$ cat src/rtl/mini_src_pkg.sv
// Shared encodings for the Mini SRC control unit: opcodes, sequencer states,
// opcode classes and the flat control-word layout.
package mini_src_pkg;

    localparam logic [4:0] OpLd   = 5'b00000;
    localparam logic [4:0] OpLdi  = 5'b00001;
    localparam logic [4:0] OpSt   = 5'b00010;
    localparam logic [4:0] OpAdd  = 5'b00011;
    localparam logic [4:0] OpSub  = 5'b00100;
    localparam logic [4:0] OpAnd  = 5'b00101;
    localparam logic [4:0] OpOr   = 5'b00110;
    localparam logic [4:0] OpShr  = 5'b00111;
    localparam logic [4:0] OpShra = 5'b01000;
    localparam logic [4:0] OpShl  = 5'b01001;
    localparam logic [4:0] OpRor  = 5'b01010;
    localparam logic [4:0] OpRol  = 5'b01011;
    localparam logic [4:0] OpAddi = 5'b01100;
    localparam logic [4:0] OpAndi = 5'b01101;
    localparam logic [4:0] OpOri  = 5'b01110;
    localparam logic [4:0] OpMul  = 5'b01111;
    localparam logic [4:0] OpDiv  = 5'b10000;
    localparam logic [4:0] OpNeg  = 5'b10001;
    localparam logic [4:0] OpNot  = 5'b10010;
    localparam logic [4:0] OpBr   = 5'b10011;
    localparam logic [4:0] OpJr   = 5'b10100;
    localparam logic [4:0] OpJal  = 5'b10101;
    localparam logic [4:0] OpIn   = 5'b10110;
    localparam logic [4:0] OpOut  = 5'b10111;
    localparam logic [4:0] OpMfhi = 5'b11000;
    localparam logic [4:0] OpMflo = 5'b11001;
    localparam logic [4:0] OpNop  = 5'b11010;
    localparam logic [4:0] OpHalt = 5'b11011;

    localparam logic [4:0] AluAdd = OpAdd;

    typedef enum logic [3:0] {
        StRst, StT0, StT1, StT2, StT3, StT4, StT5, StT6, StT7, StHalted
    } state_e;

    typedef struct packed {
        logic alu, imm, muldiv, unary, ld, ldi, st, br;
        logic jr, jal, cls_in, cls_out, mfhi, mflo, nop, halt;
    } op_class_t;

    typedef struct packed {
        logic gra, grb, grc, r_in, r_out, ba_out, link;
        logic p_en, ir_en, y_en, z_en, mar_en, mdr_en, hi_en, lo_en, out_port_en, con_en;
        logic p_sel, zlo_sel, zhi_sel, hi_sel, lo_sel, mdr_sel, in_port_sel, c_sel;
        logic inc_pc, read, write;
        logic [4:0] alu_op;
        logic run, clr;
    } ctrl_t;

endpackage

$ cat src/rtl/control_unit_if.sv
// Control-unit side bundle: IR/condition/stop inputs and every datapath strobe.
interface control_unit_if;
    logic        stop;
    logic [31:0] ir;
    logic        con_ff;
    logic Gra, Grb, Grc, Rin, Rout, BAout, link;
    logic Pen, IRen, Yen, Zen, MARen, MDRen, HIen, LOen, Out_Porten, con_en;
    logic Pselect, ZLOselect, ZHIselect, HIselect, LOselect, MDRselect, In_Portselect, Cselect;
    logic IncPC, Read, Write;
    logic [4:0] alu_op;
    logic run, clr;

    modport master (
        input  stop, ir, con_ff,
        output Gra, Grb, Grc, Rin, Rout, BAout, link,
        output Pen, IRen, Yen, Zen, MARen, MDRen, HIen, LOen, Out_Porten, con_en,
        output Pselect, ZLOselect, ZHIselect, HIselect, LOselect, MDRselect, In_Portselect,
        output Cselect, IncPC, Read, Write, alu_op, run, clr
    );

    modport slave (
        output stop, ir, con_ff,
        input  Gra, Grb, Grc, Rin, Rout, BAout, link,
        input  Pen, IRen, Yen, Zen, MARen, MDRen, HIen, LOen, Out_Porten, con_en,
        input  Pselect, ZLOselect, ZHIselect, HIselect, LOselect, MDRselect, In_Portselect,
        input  Cselect, IncPC, Read, Write, alu_op, run, clr
    );
endinterface

$ cat src/rtl/control_unit_op_class_decode.sv
// Opcode to instruction-class one-hot; reserved opcodes fall into the nop class.
module op_class_decode
    import mini_src_pkg::*;
(
    input  logic [4:0] op_i,
    output op_class_t  cls_o
);
    always_comb begin
        cls_o = '0;
        case (op_i)
            OpAdd, OpSub, OpAnd, OpOr, OpShr,
            OpShra, OpShl, OpRor, OpRol: cls_o.alu     = 1'b1;
            OpAddi, OpAndi, OpOri:       cls_o.imm     = 1'b1;
            OpMul, OpDiv:                cls_o.muldiv  = 1'b1;
            OpNeg, OpNot:                cls_o.unary   = 1'b1;
            OpLd:                        cls_o.ld      = 1'b1;
            OpLdi:                       cls_o.ldi     = 1'b1;
            OpSt:                        cls_o.st      = 1'b1;
            OpBr:                        cls_o.br      = 1'b1;
            OpJr:                        cls_o.jr      = 1'b1;
            OpJal:                       cls_o.jal     = 1'b1;
            OpIn:                        cls_o.cls_in  = 1'b1;
            OpOut:                       cls_o.cls_out = 1'b1;
            OpMfhi:                      cls_o.mfhi    = 1'b1;
            OpMflo:                      cls_o.mflo    = 1'b1;
            OpHalt:                      cls_o.halt    = 1'b1;
            default:                     cls_o.nop     = 1'b1;
        endcase
    end
endmodule

$ cat src/rtl/control_unit.sv
// Mini SRC hardwired sequencer: fetch T0-T2, class-dependent execute T3-T7,
// with run/halt ownership. Strobes are a Moore decode of the step register.
module control_unit
    import mini_src_pkg::*;
(
    input  logic           clk,
    input  logic           reset,
    control_unit_if.master bus
);
    state_e    state_q, state_d;
    op_class_t cls;
    ctrl_t     c;
    logic [4:0] op;
    logic       unused_ir;

    assign op        = bus.ir[31:27];
    assign unused_ir = ^bus.ir[26:0];

    op_class_decode u_decode (.op_i(op), .cls_o(cls));

    always_ff @(posedge clk or posedge reset) begin
        if (reset) state_q <= StRst;
        else       state_q <= state_d;
    end

    always_comb begin
        state_d = state_q;
        unique case (state_q)
            StRst:    state_d = StT0;
            StT0:     state_d = StT1;
            StT1:     state_d = StT2;
            StT2:     state_d = cls.halt ? StHalted : (cls.nop ? StT0 : StT3);
            StT3:     state_d = (cls.jr | cls.cls_in | cls.cls_out | cls.mfhi | cls.mflo)
                                ? StT0 : StT4;
            StT4:     state_d = (cls.jal | cls.unary) ? StT0 : StT5;
            StT5:     state_d = (cls.alu | cls.imm | cls.ldi) ? StT0 : StT6;
            StT6:     state_d = (cls.muldiv | cls.br) ? StT0 : StT7;
            StT7:     state_d = StT0;
            StHalted: state_d = StHalted;
            default:  state_d = StRst;
        endcase
        // Instruction boundary: a pending stop diverts the next fetch into halt.
        if (state_d == StT0 && bus.stop) state_d = StHalted;
    end

    always_comb begin
        c     = '0;
        c.run = state_q inside {StT0, StT1, StT2, StT3, StT4, StT5, StT6, StT7};
        unique case (state_q)
            StRst: c.clr = 1'b1;
            StT0: begin
                c.p_sel = 1'b1; c.mar_en = 1'b1; c.inc_pc = 1'b1; c.z_en = 1'b1;
                c.alu_op = AluAdd;
            end
            StT1: begin c.zlo_sel = 1'b1; c.p_en = 1'b1; c.read = 1'b1; c.mdr_en = 1'b1; end
            StT2: begin c.mdr_sel = 1'b1; c.ir_en = 1'b1; end
            StT3: begin
                if (cls.alu | cls.imm)         begin c.grb = 1'b1; c.r_out = 1'b1; c.y_en = 1'b1; end
                if (cls.muldiv)                begin c.gra = 1'b1; c.r_out = 1'b1; c.y_en = 1'b1; end
                if (cls.unary) begin
                    c.grb = 1'b1; c.r_out = 1'b1; c.z_en = 1'b1; c.alu_op = op;
                end
                if (cls.ld | cls.ldi | cls.st) begin c.grb = 1'b1; c.ba_out = 1'b1; c.y_en = 1'b1; end
                if (cls.br)      begin c.gra = 1'b1; c.r_out = 1'b1; c.con_en = 1'b1; end
                if (cls.jr)      begin c.gra = 1'b1; c.r_out = 1'b1; c.p_en = 1'b1; end
                if (cls.jal)     begin c.p_sel = 1'b1; c.link = 1'b1; c.r_in = 1'b1; end
                if (cls.cls_in)  begin c.in_port_sel = 1'b1; c.gra = 1'b1; c.r_in = 1'b1; end
                if (cls.cls_out) begin c.gra = 1'b1; c.r_out = 1'b1; c.out_port_en = 1'b1; end
                if (cls.mfhi)    begin c.hi_sel = 1'b1; c.gra = 1'b1; c.r_in = 1'b1; end
                if (cls.mflo)    begin c.lo_sel = 1'b1; c.gra = 1'b1; c.r_in = 1'b1; end
            end
            StT4: begin
                if (cls.alu)    begin c.grc = 1'b1; c.r_out = 1'b1; c.z_en = 1'b1; c.alu_op = op; end
                if (cls.imm)    begin c.c_sel = 1'b1; c.z_en = 1'b1; c.alu_op = op; end
                if (cls.muldiv) begin c.grb = 1'b1; c.r_out = 1'b1; c.z_en = 1'b1; c.alu_op = op; end
                if (cls.unary)  begin c.zlo_sel = 1'b1; c.gra = 1'b1; c.r_in = 1'b1; end
                if (cls.ld | cls.ldi | cls.st) begin
                    c.c_sel = 1'b1; c.z_en = 1'b1; c.alu_op = AluAdd;
                end
                if (cls.br)     begin c.p_sel = 1'b1; c.y_en = 1'b1; end
                if (cls.jal)    begin c.gra = 1'b1; c.r_out = 1'b1; c.p_en = 1'b1; end
            end
            StT5: begin
                if (cls.alu | cls.imm | cls.ldi) begin c.zlo_sel = 1'b1; c.gra = 1'b1; c.r_in = 1'b1; end
                if (cls.muldiv)      begin c.zlo_sel = 1'b1; c.lo_en = 1'b1; end
                if (cls.ld | cls.st) begin c.zlo_sel = 1'b1; c.mar_en = 1'b1; end
                if (cls.br)          begin c.c_sel = 1'b1; c.z_en = 1'b1; c.alu_op = AluAdd; end
            end
            StT6: begin
                if (cls.muldiv)          begin c.zhi_sel = 1'b1; c.hi_en = 1'b1; end
                if (cls.ld)              begin c.read = 1'b1; c.mdr_en = 1'b1; end
                if (cls.st)              begin c.gra = 1'b1; c.r_out = 1'b1; c.mdr_en = 1'b1; end
                if (cls.br & bus.con_ff) begin c.zlo_sel = 1'b1; c.p_en = 1'b1; end
            end
            StT7: begin
                if (cls.ld) begin c.mdr_sel = 1'b1; c.gra = 1'b1; c.r_in = 1'b1; end
                if (cls.st) c.write = 1'b1;
            end
            default: ;
        endcase
    end

    assign bus.Gra = c.gra;             assign bus.Grb = c.grb;
    assign bus.Grc = c.grc;             assign bus.Rin = c.r_in;
    assign bus.Rout = c.r_out;          assign bus.BAout = c.ba_out;
    assign bus.link = c.link;           assign bus.Pen = c.p_en;
    assign bus.IRen = c.ir_en;          assign bus.Yen = c.y_en;
    assign bus.Zen = c.z_en;            assign bus.MARen = c.mar_en;
    assign bus.MDRen = c.mdr_en;        assign bus.HIen = c.hi_en;
    assign bus.LOen = c.lo_en;          assign bus.Out_Porten = c.out_port_en;
    assign bus.con_en = c.con_en;       assign bus.Pselect = c.p_sel;
    assign bus.ZLOselect = c.zlo_sel;   assign bus.ZHIselect = c.zhi_sel;
    assign bus.HIselect = c.hi_sel;     assign bus.LOselect = c.lo_sel;
    assign bus.MDRselect = c.mdr_sel;   assign bus.In_Portselect = c.in_port_sel;
    assign bus.Cselect = c.c_sel;       assign bus.IncPC = c.inc_pc;
    assign bus.Read = c.read;           assign bus.Write = c.write;
    assign bus.alu_op = c.alu_op;       assign bus.run = c.run;
    assign bus.clr = c.clr;
endmodule

$ cat src/flat_wrapper.sv
// flat-port wrapper written by rule: the top's interface ports become plain ports
module control_unit_flat import mini_src_pkg::*;
  (clk, reset, bus_stop, bus_ir, bus_con_ff, bus_Gra, bus_Grb, bus_Grc, bus_Rin, bus_Rout, bus_BAout, bus_link, bus_Pen, bus_IRen, bus_Yen, bus_Zen, bus_MARen, bus_MDRen, bus_HIen, bus_LOen, bus_Out_Porten, bus_con_en, bus_Pselect, bus_ZLOselect, bus_ZHIselect, bus_HIselect, bus_LOselect, bus_MDRselect, bus_In_Portselect, bus_Cselect, bus_IncPC, bus_Read, bus_Write, bus_alu_op, bus_run, bus_clr);
  control_unit_if bus_i ();
  input  logic clk;
  input  logic reset;
  input wire logic [$bits(bus_i.stop)-1:0] bus_stop;
  input wire logic [$bits(bus_i.ir)-1:0] bus_ir;
  input wire logic [$bits(bus_i.con_ff)-1:0] bus_con_ff;
  output wire logic [$bits(bus_i.Gra)-1:0] bus_Gra;
  output wire logic [$bits(bus_i.Grb)-1:0] bus_Grb;
  output wire logic [$bits(bus_i.Grc)-1:0] bus_Grc;
  output wire logic [$bits(bus_i.Rin)-1:0] bus_Rin;
  output wire logic [$bits(bus_i.Rout)-1:0] bus_Rout;
  output wire logic [$bits(bus_i.BAout)-1:0] bus_BAout;
  output wire logic [$bits(bus_i.link)-1:0] bus_link;
  output wire logic [$bits(bus_i.Pen)-1:0] bus_Pen;
  output wire logic [$bits(bus_i.IRen)-1:0] bus_IRen;
  output wire logic [$bits(bus_i.Yen)-1:0] bus_Yen;
  output wire logic [$bits(bus_i.Zen)-1:0] bus_Zen;
  output wire logic [$bits(bus_i.MARen)-1:0] bus_MARen;
  output wire logic [$bits(bus_i.MDRen)-1:0] bus_MDRen;
  output wire logic [$bits(bus_i.HIen)-1:0] bus_HIen;
  output wire logic [$bits(bus_i.LOen)-1:0] bus_LOen;
  output wire logic [$bits(bus_i.Out_Porten)-1:0] bus_Out_Porten;
  output wire logic [$bits(bus_i.con_en)-1:0] bus_con_en;
  output wire logic [$bits(bus_i.Pselect)-1:0] bus_Pselect;
  output wire logic [$bits(bus_i.ZLOselect)-1:0] bus_ZLOselect;
  output wire logic [$bits(bus_i.ZHIselect)-1:0] bus_ZHIselect;
  output wire logic [$bits(bus_i.HIselect)-1:0] bus_HIselect;
  output wire logic [$bits(bus_i.LOselect)-1:0] bus_LOselect;
  output wire logic [$bits(bus_i.MDRselect)-1:0] bus_MDRselect;
  output wire logic [$bits(bus_i.In_Portselect)-1:0] bus_In_Portselect;
  output wire logic [$bits(bus_i.Cselect)-1:0] bus_Cselect;
  output wire logic [$bits(bus_i.IncPC)-1:0] bus_IncPC;
  output wire logic [$bits(bus_i.Read)-1:0] bus_Read;
  output wire logic [$bits(bus_i.Write)-1:0] bus_Write;
  output wire logic [$bits(bus_i.alu_op)-1:0] bus_alu_op;
  output wire logic [$bits(bus_i.run)-1:0] bus_run;
  output wire logic [$bits(bus_i.clr)-1:0] bus_clr;
  assign bus_i.stop = bus_stop;
  assign bus_i.ir = bus_ir;
  assign bus_i.con_ff = bus_con_ff;
  assign bus_Gra = bus_i.Gra;
  assign bus_Grb = bus_i.Grb;
  assign bus_Grc = bus_i.Grc;
  assign bus_Rin = bus_i.Rin;
  assign bus_Rout = bus_i.Rout;
  assign bus_BAout = bus_i.BAout;
  assign bus_link = bus_i.link;
  assign bus_Pen = bus_i.Pen;
  assign bus_IRen = bus_i.IRen;
  assign bus_Yen = bus_i.Yen;
  assign bus_Zen = bus_i.Zen;
  assign bus_MARen = bus_i.MARen;
  assign bus_MDRen = bus_i.MDRen;
  assign bus_HIen = bus_i.HIen;
  assign bus_LOen = bus_i.LOen;
  assign bus_Out_Porten = bus_i.Out_Porten;
  assign bus_con_en = bus_i.con_en;
  assign bus_Pselect = bus_i.Pselect;
  assign bus_ZLOselect = bus_i.ZLOselect;
  assign bus_ZHIselect = bus_i.ZHIselect;
  assign bus_HIselect = bus_i.HIselect;
  assign bus_LOselect = bus_i.LOselect;
  assign bus_MDRselect = bus_i.MDRselect;
  assign bus_In_Portselect = bus_i.In_Portselect;
  assign bus_Cselect = bus_i.Cselect;
  assign bus_IncPC = bus_i.IncPC;
  assign bus_Read = bus_i.Read;
  assign bus_Write = bus_i.Write;
  assign bus_alu_op = bus_i.alu_op;
  assign bus_run = bus_i.run;
  assign bus_clr = bus_i.clr;
  control_unit u_core (.clk(clk), .reset(reset), .bus(bus_i));
endmodule
$ cat config.mk
export PLATFORM = sky130hd
export DESIGN_NAME = control_unit_flat
export DESIGN_NICKNAME = d
export VERILOG_FILES = /design/src/rtl/mini_src_pkg.sv /design/src/rtl/control_unit_if.sv /design/src/rtl/control_unit_op_class_decode.sv /design/src/rtl/control_unit.sv /design/src/flat_wrapper.sv
export SDC_FILE = /design/constraint.sdc
export NUM_CORES = 1
export LEC_CHECK = 0
export ABC_AREA = 1
export CAP_MARGIN = 5
export CORE_AREA = 2 2 60 62
export DETAILED_ROUTE_END_ITERATION = 10
export DIE_AREA = 0 0 62 64
export PLACE_DENSITY = 0.79
export SLEW_MARGIN = 20
export SYNTH_ARGS = -nofsm -noshare
export SYNTH_HDL_FRONTEND = slang
export SYNTH_HIERARCHICAL = 1
export SYNTH_SLANG_ARGS = --single-unit
$ cat constraint.sdc
create_clock -name clk -period 3.1 [get_ports clk]
set_input_delay 0.775 -clock clk [delete_from_list [all_inputs] [get_ports clk]]
set_output_delay 0.775 -clock clk [all_outputs]
set_load 0.01 [all_outputs]
==> impl_metrics.json, run 1 <==
{
  "layout.nets": 360,
  "largestRegisters": "u_core/state_q x4",
  "yosys.area.top_type": "nor2_1",
  "clk_pin_slew_ns": 0.04,
  "gp_congestion": 0.959,
  "grt.overflow.total": 0,
  "die_area_sq_mm": 0.00397,
  "ctsHoldBuffers": 0,
  "core-area_sq_mm": 0.00328,
  "placed_cells": 355,
  "cts_tree": "done",
  "hpwl_microns": 3280,
  "ys_top_cells_by_count": "nor2_1, nand2_1, inv_1",
  "grt_use_total": 0.221,
  "fmax_mhz": 325,
  "drive_above_1_share": 0.385,
  "largest_reg_flops": 4,
  "drtPass1Iterations": 5,
  "synthArstFlopShare": 1.00,
  "synthToLayoutAreaGrowth_pct": 84.6,
  "cts_num_sinks": 4,
  "arrival_ns": 2.30,
  "grt_pass1_vias": 1573,
  "initial_core_util": 0.342,
  "status": "complete, no violations",
  "synth_area_per_cell_sq_um": 5.06,
  "root_buffer": "clkbuf_4",
  "dpl_worst_slack_ns": -0.834,
  "multiInputGateArea_sq_um": 925,
  "vias_per_cell": 4.81,
  "final-hold-violation-count": 0,
  "slew_headroom": 0.784,
  "max_cap_violations": 0,
  "synth_edf_count": 0,
  "drc_errors": 0,
  "routed_wl_microns": 4290,
  "die_x_microns": 62,
  "n_antenna_cell": 0,
  "io_pins": 71,
  "finClkSkew_ns": 0.00111,
  "synth_cell_types": 26,
  "synth_nets": 258,
  "tightest_slew_ns": 0.323,
  "syn-cell-area_sq_mm": 0.00112,
  "ys.flop_type": "dfrtp_1",
  "hp-class": "input pin to asynchronous set/reset pin",
  "grt_pass1_wl_microns": 6760,
  "fin_crit_ns": 3.08,
  "num-fill-cells": 293,
  "die_h_microns": 64,
  "cp_data_required_time_ns": 2.32,
  "wl_per_cell_microns": 11.7,
  "dr.first_iter.drc_count": 111,
  "critPathCaptureType": "output port",
  "antenna_found_initial": 0,
  "power_density_mw_per_mm2": 401,
  "ant_nets": 0,
  "std_cell_rows": 21,
  "cts_buffers": 3,
  "seq_area_sq_um": 100,
  "final_max_slew_viol_count": 0,
  "setup_slack_ns": 0.0234,
  "rsz0062_at_grt": "yes",
  "numPortBuffers": 43,
  "setup_viol": 0,
  "regMostFlops": "u_core/state_q",
  "timing.final.crit_share": 0.992,
  "synth_area_leaders": "nor2_1, nand2_1, inv_1",
  "h-tree-depth": 1,
  "instances_no_fill": 368,
  "synth_top_area_frac": 0.157,
  "clk_path_buf_depth": 2,
  "vias": 1770,
  "seq_area_frac_synth": 0.0892,
  "clk_latency_ns": 0.23,
  "post-route-util": 0.631,
  "grt_max_degree": 12,
  "path_class": "input pin to output port",
  "ir_drop_v": 0.000184,
  "yosysWarningCount": 6,
  "synth_seq_cells": 4,
  "worst_hold_slack_ns": 0.710,
  "crit_path_start_kind": "input pin",
  "p_leak_nw": 1.20,
  "synth_most_common_cell": "nor2_1",
  "synthCells": 222,
  "crit_fanout": 4
}
## area by class of cell
class	instances	share of cell area
inverter	51	0.0948
tap	46	0.0278
clock buffer	3	0.0109
multi-input combinational	165	0.446
sequential	4	0.0483
timing repair buffer	99	0.372
## what timing repair did
item / 4_1_cts / 5_1_grt
setup endpoints to repair: 31 / 17
pin swaps: 15 / 14
endpoints found under the hold margin: 0 / 0
gates resized for setup: 109 / 19
buffers inserted: 7 / 4
## placed cells by master, fill, tap and decap left out, types with 6 or more instances in the layout
| cell type | synthesis | layout |
|---|---|---|
| clkdlybuf4s50_1 | 0 | 10 |
| buf_2 | 0 | 14 |
| inv_1 | 44 | 41 |
| nand3_1 | 21 | 19 |
| dlygate4sd2_1 | 0 | 17 |
| buf_4 | 1 | 51 |
| nand2_1 | 45 | 39 |
| nor2_2 | 8 | 9 |
| inv_2 | 6 | 7 |
| nor2_1 | 47 | 38 |
| nand2_2 | 5 | 9 |
| o21ai_1 | 0 | 6 |
| nor2_4 | 4 | 12 |
## layer usage
layer	part of all wire	up-vias	global-route usage
met5	0	-	0
met4	0.033	0	0.0851
met3	0.067	17	0.0364
met2	0.50	78	0.362
met1	0.40	784	0.279
li1	-	891	-
## kinds of logic after synthesis
group	Yosys count	synth area share
flops	4	0.0892
simple gates	140	0.580
buf+inv	53	0.187
compound gates	25	0.144
## metrics by stage
stage               power [W]  area [sq um]  setup TNS, ns
detailed placement   0.000790          1940         -17.39
CTS                  0.000826          2030              0
finish               0.000831          2070              0
global route         0.000909          2070         -0.120
floorplan            0.000468          1120              0
global placement     0.000775          1940         -16.08
## report_power, final
part | switching [W] | internal [W]
combinational | 0.000381 | 0.000277
sequential | 0.0000330 | 0.0000756
clock | 0.0000215 | 0.0000433
## path summary, 6_finish.rpt
path | startpoint | end | slack [ns] | cells after the start
hold reg to reg | u_core/state_q[3]$_DFF_PP0_ | u_core/state_q[0]$_DFF_PP0_ | 0.71 | 3
hold / removal | reset | u_core/state_q[3]$_DFF_PP0_ | 0.71 | 2
setup reg to reg | u_core/state_q[2]$_DFF_PP0_ | u_core/state_q[3]$_DFF_PP0_ | 1.52 | 9
min in group clk | u_core/state_q[3]$_DFF_PP0_ | u_core/state_q[0]$_DFF_PP0_ | 0.71 | 3
max in group asynchronous | reset | u_core/state_q[2]$_DFF_PP0_ | 2.24 | 2
setup / recovery | bus_ir[28] | bus_Rout | 0.02 | 13
## critical path: stages
cell	delay, ns
buf_2	0.15
inv_1	0.09
nand2_2	0.09
nor2_1	0.05
o21ai_2	0.16
nand3_2	0.14
nor2_4	0.19
buf_6	0.11
buf_4	0.10
nand2_2	0.06
o21ai_1	0.12
nand3_1	0.11
buf_2	0.16
(Power assumes the default switching activity.)
==> run 2: changes to the inputs <==
--- a/config.mk
+++ b/config.mk
@@ -7,12 +7,15 @@
 export LEC_CHECK = 0
 export ABC_AREA = 1
 export CAP_MARGIN = 5
-export CORE_AREA = 2 2 60 62
+export CELL_PAD_IN_SITES_DETAIL_PLACEMENT = 0
+export CELL_PAD_IN_SITES_GLOBAL_PLACEMENT = 1
+export CORE_AREA = 2 2 75 77
 export DETAILED_ROUTE_END_ITERATION = 10
-export DIE_AREA = 0 0 62 64
-export PLACE_DENSITY = 0.79
-export SLEW_MARGIN = 20
+export DIE_AREA = 0 0 77 79
+export PLACE_DENSITY = 0.82
+export SLEW_MARGIN = 5
 export SYNTH_ARGS = -nofsm -noshare
 export SYNTH_HDL_FRONTEND = slang
 export SYNTH_HIERARCHICAL = 1
 export SYNTH_SLANG_ARGS = --single-unit
+export TNS_END_PERCENT = 10
==> run 2 against run 1 <==
Against the previous run:
- worst hold slack lost 0.017 ns
- final cell count grew 9.8%
- routed wire length grew 6.6%
- maximum frequency grew 0.18%
- critical path depth is the same
- power grew 8.9%
- non-clock buffer count grew 10
==> impl_metrics.json, run 2 (same netlist as run 1, synthesis figures left out) <==
{
  "grt.overflow.total": 0,
  "clk_path_buf_depth": 2,
  "std_cell_rows": 27,
  "cts_num_sinks": 4,
  "die_x_microns": 77,
  "fmax_mhz": 326,
  "crit_fanout": 5,
  "vias_per_cell": 4.30,
  "drive_above_1_share": 0.422,
  "final_cell_mix": "buf_4, inv_1, nand2_1, nor2_1, dlygate4sd2_1",
  "ant_nets": 0,
  "ff2ff_path_depth": 8,
  "clk_pin_slew_ns": 0.03,
  "hp-class": "register to register",
  "fin_crit_ns": 3.07,
  "cts_tree": "done",
  "worst_hold_slack_ns": 0.694,
  "drtPass1Iterations": 4,
  "tightest_slew_ns": 0.317,
  "setup_viol": 0,
  "final_max_slew_viol_count": 0,
  "cp_data_required_time_ns": 2.32,
  "power_density_mw_per_mm2": 402,
  "routed_wl_microns": 4570,
  "instances_no_fill": 404,
  "hpwl_microns": 3550,
  "regMostFlops": "u_core/state_q",
  "gp_congestion": 0.887,
  "drc_errors": 0,
  "grt_pass1_vias": 1542,
  "placed_cells": 383,
  "wl_per_cell_microns": 11.3,
  "rsz0062_at_grt": "yes",
  "dr.first_iter.drc_count": 89,
  "io_pins": 71,
  "initial_core_util": 0.210,
  "core-area_sq_mm": 0.00534,
  "ctsHoldBuffers": 0,
  "antenna_found_initial": 0,
  "startpoint": "bus_ir[27]",
  "largestRegisters": "u_core/state_q x4",
  "synthToLayoutAreaGrowth_pct": 101,
  "vias": 1738,
  "grt_max_degree": 12,
  "numPortBuffers": 43,
  "clk_latency_ns": 0.22,
  "r2r_setup_slack_ns": 1.58,
  "dpl_worst_slack_ns": -0.825,
  "layout.nets": 370,
  "ir_drop_v": 0.000158,
  "reg2reg_to": "u_core/state_q[3]$_DFF_PP0_",
  "p_leak_nw": 1.27,
  "slew_headroom": 0.788,
  "path_class": "input pin to output port",
  "timing.final.crit_share": 0.991,
  "num-fill-cells": 579,
  "critPathCaptureType": "output port",
  "r2r_start": "u_core/state_q[1]$_DFF_PP0_",
  "arrival_ns": 2.30,
  "die_h_microns": 79,
  "h-tree-depth": 1,
  "n_antenna_cell": 0,
  "final-hold-violation-count": 0,
  "crit_end": "bus_Rout",
  "root_buffer": "clkbuf_8",
  "grt_pass1_wl_microns": 6970,
  "largest_reg_flops": 4,
  "placed_cell_area_sq_mm": 0.00198,
  "status": "complete, no violations",
  "cts_buffers": 3,
  "p_total_w": 0.000905,
  "crit_path_start_kind": "input pin",
  "die_area_sq_mm": 0.00608,
  "setup_slack_ns": 0.0288,
  "finClkSkew_ns": 0.00470,
  "final_area_sq_mm": 0.00225,
  "grt_use_total": 0.139,
  "final_common_cell": "buf_4",
  "max_cap_violations": 0
}
-- run 2: changes by cell type in the layout (fill, tap and decap cells not counted), sizes merged --
cell	delta
buf	+2
clkbuf	+2
clkdlybuf4s15	+5
dlygate4sd2	+1
-- run 2: how the worst min path moves through the flow --
| stage | end | start | slack [ns] | cells past startpoint |
|---|---|---|---|---|
| 2_1_floorplan | u_core/state_q[0]$_DFF_PP0_ | reset | 0.54 | 1 |
| 3_3_place_gp | u_core/state_q[0]$_DFF_PP0_ | u_core/state_q[3]$_DFF_PP0_ | 0.70 | 3 |
| 3_5_place_dp | u_core/state_q[0]$_DFF_PP0_ | u_core/state_q[3]$_DFF_PP0_ | 0.68 | 3 |
| 4_1_cts | u_core/state_q[0]$_DFF_PP0_ | u_core/state_q[3]$_DFF_PP0_ | 0.70 | 3 |
| 5_1_grt | u_core/state_q[3]$_DFF_PP0_ | reset | 0.75 | 2 |
| 6_report | u_core/state_q[0]$_DFF_PP0_ | u_core/state_q[3]$_DFF_PP0_ | 0.69 | 3 |
-- run 2: through the flow --
stage	util	TNS, ns
floorplan	-	0
global placement	0.372	-18.49
detailed placement	0.372	-18.87
CTS	0.401	-0.328
global route	0.422	-0.149
finish	0.422	0
-- run 2: where the power goes --
| part | internal, W | leakage [nW] | switching, W |
|---|---|---|---|
| sequential | 0.0000757 | 0.0499 | 0.0000323 |
| combinational | 0.000302 | 1.19 | 0.000384 |
| clock | 0.0000829 | 0.0216 | 0.0000282 |
| total | 0.000461 | 1.27 | 0.000444 |
-- run 2: layout make-up --
class,instances,area (sq um),area share
Multi-Input combinational cell,165,958,0.426
Clock buffer,3,41.3,0.0183
Inverter,51,194,0.0861
Timing Repair Buffer,109,868,0.386
Sequential cell,4,100,0.0444
Tap cell,72,90.1,0.0400
-- run 2: what timing repair did --
action / 4_1_cts / 5_1_grt
setup buffers: 14 / 4
pin swaps: 6 / 12
resized for setup: 84 / 42
hold endpoints to repair: 0 / 0
setup endpoints to repair: 31 / 25
-- run 2: routing by layer --
metal  part of all wire  global-route usage
met4              0.020              0.0482
met1               0.45               0.174
met5                  0                   0
met3              0.039              0.0114
met2               0.49               0.249
-- run 2: worst max-delay path: stages --
cell	delay [ns]
clkbuf_4	0.16
inv_2	0.08
nand2_4	0.09
nor2_1	0.05
o21ai_2	0.21
nand3_4	0.11
nor2_4	0.13
buf_4	0.12
buf_4	0.09
nand2_1	0.06
o21ai_1	0.15
nand3_1	0.11
buf_2	0.16
==> run 3: changes to the inputs <==
--- a/config.mk
+++ b/config.mk
@@ -13,6 +13,7 @@
 export DETAILED_ROUTE_END_ITERATION = 10
 export DIE_AREA = 0 0 77 79
 export PLACE_DENSITY = 0.82
+export REMOVE_ABC_BUFFERS = 1
 export SLEW_MARGIN = 5
 export SYNTH_ARGS = -nofsm -noshare
 export SYNTH_HDL_FRONTEND = slang
==> run 3 against run 2 <==
Against the previous run:
- critical path depth unchanged
- non-clock buffer count down 12
- clock skew down 0.0010 ns
- sequential power about the same
- maximum frequency down 0.57%
- count of clock-buffer cells in the layout unchanged
- highest routed layer unchanged
==> impl_metrics.json, run 3 (same netlist as run 1, synthesis figures left out) <==
{
  "crit_path_start_kind": "input pin",
  "grt.overflow.total": 0,
  "vias_per_cell": 4.33,
  "final_cell_mix": "buf_4, nand2_1, inv_1, nor2_1, nand3_1",
  "n_antenna_cell": 0,
  "worst_hold_slack_ns": 0.723,
  "ff2ff_path_depth": 9,
  "max_cap_violations": 0,
  "antenna_found_initial": 0,
  "std_cell_rows": 27,
  "largest_reg_flops": 4,
  "fin_crit_ns": 3.09,
  "grt_pass1_vias": 1566,
  "slew_headroom": 0.771,
  "dr.first_iter.drc_count": 142,
  "die_area_sq_mm": 0.00608,
  "final_common_cell": "buf_4",
  "cp_data_required_time_ns": 2.32,
  "drtPass1Iterations": 5,
  "grt_use_total": 0.135,
  "root_buffer": "clkbuf_8",
  "rsz0062_at_grt": "yes",
  "core-area_sq_mm": 0.00534,
  "clk_latency_ns": 0.22,
  "ctsHoldBuffers": 0,
  "tns_ns": 0,
  "final-hold-violation-count": 0,
  "ir_drop_v": 0.000191,
  "layout.nets": 358,
  "drive_above_1_share": 0.372,
  "final_max_slew_viol_count": 0,
  "cts_num_sinks": 4,
  "crit_fanout": 5,
  "num-fill-cells": 612,
  "placed_cells": 385,
  "cts_tree": "done",
  "synthToLayoutAreaGrowth_pct": 87.6,
  "ant_nets": 0,
  "drc_errors": 0,
  "hp-class": "register to register",
  "min-delay-start": "u_core/state_q[0]$_DFF_PP0_",
  "instances_no_fill": 392,
  "die_h_microns": 79,
  "vias": 1697,
  "clk_path_buf_depth": 2,
  "regMostFlops": "u_core/state_q",
  "critPathCaptureType": "output port",
  "clk_pin_slew_ns": 0.03,
  "wl_per_cell_microns": 10.4,
  "reg2reg_to": "u_core/state_q[3]$_DFF_PP0_",
  "power_density_mw_per_mm2": 414,
  "routed_wl_microns": 4090,
  "min_to": "u_core/state_q[0]$_DFF_PP0_",
  "timing.final.crit_share": 0.996,
  "arrival_ns": 2.31,
  "status": "complete, no violations",
  "hpwl_microns": 3400,
  "p_total_w": 0.000873,
  "grt_pass1_wl_microns": 6920,
  "r2r_start": "u_core/state_q[2]$_DFF_PP0_",
  "largestRegisters": "u_core/state_q x4",
  "r2r_setup_slack_ns": 1.52,
  "tightest_slew_ns": 0.343,
  "gp_congestion": 0.887,
  "h-tree-depth": 1,
  "setup_viol": 0,
  "grt_max_degree": 12,
  "numPortBuffers": 43,
  "finClkSkew_ns": 0.00366,
  "post-route-util": 0.395,
  "cts_buffers": 3,
  "hold_depth": 3,
  "fmax_mhz": 324,
  "path_class": "input pin to output port",
  "die_x_microns": 77,
  "p_leak_nw": 1.23,
  "io_pins": 71,
  "initial_core_util": 0.210
}
-- run 3: cell types whose count changed in the layout (fill, tap and decap cells not counted), sizes merged --
cell,before,now
buf,72,59
dlygate4sd2,18,12
clkbuf,7,11
dlymetal6s2s,0,4
clkdlybuf4s15,5,4
-- run 3: critical path, stage by stage --
cell	delay, ns
buf_2	0.14
buf_4	0.15
nand2_1	0.07
nor2_1	0.05
o21ai_2	0.14
nand3_2	0.13
nor2_4	0.16
nand2_4	0.08
nor2_4	0.11
nor2_4	0.04
nor2_2	0.11
nand2_1	0.06
dlygate4sd2_1	0.28
-- run 3: metal layers --
metal,vias up,GRT usage,share of wire
li1,893,-,-
met1,751,0.173,0.46
met2,51,0.247,0.49
met3,2,0.0125,0.046
met4,0,0.0304,0.0034
met5,-,0,0
-- run 3: worst max-delay path by stage --
stage	cells past startpoint	from	slack, ns	endpoint
global route	13	bus_ir[29]	-0.09	bus_Zen
floorplan	10	bus_ir[28]	0.42	bus_Zen
global placement	12	bus_ir[28]	-0.78	bus_Gra
finish	13	bus_ir[29]	0.01	bus_Zen
CTS	12	bus_ir[30]	-0.04	bus_alu_op[2]
detailed placement	12	bus_ir[28]	-0.78	bus_Gra
-- run 3: per-stage QoR --
| stage | setup WS [ns] | cell area [sq um] |
|---|---|---|
| 2_1_floorplan | 0.421 | 1100 |
| 3_3_place_gp | -0.781 | 2000 |
| 3_5_place_dp | -0.782 | 2000 |
| 4_1_cts | -0.0360 | 2070 |
| 5_1_grt | -0.0871 | 2110 |
| 6_report | 0.0112 | 2110 |
-- run 3: power by group --
part | internal (W) | switching [W]
clock network | 0.0000829 | 0.0000280
logic | 0.000280 | 0.000373
registers | 0.0000756 | 0.0000329
total | 0.000439 | 0.000434
-- run 3: layout make-up --
type / count / area [sq um] / area share
multi-input combinational: 165 / 903 / 0.429
timing repair buffer: 97 / 774 / 0.368
inverter: 51 / 196 / 0.0933
sequential: 4 / 100 / 0.0475
tap: 72 / 90.1 / 0.0428
clock buffer: 3 / 41.3 / 0.0196
-- run 3: what timing repair did --
item	in CTS	in global routing
hold endpoints to repair	0	0
pin swaps	4	7
setup endpoints to repair	31	24
buffers inserted	1	3
resized for setup	78	31
cloned	0	0
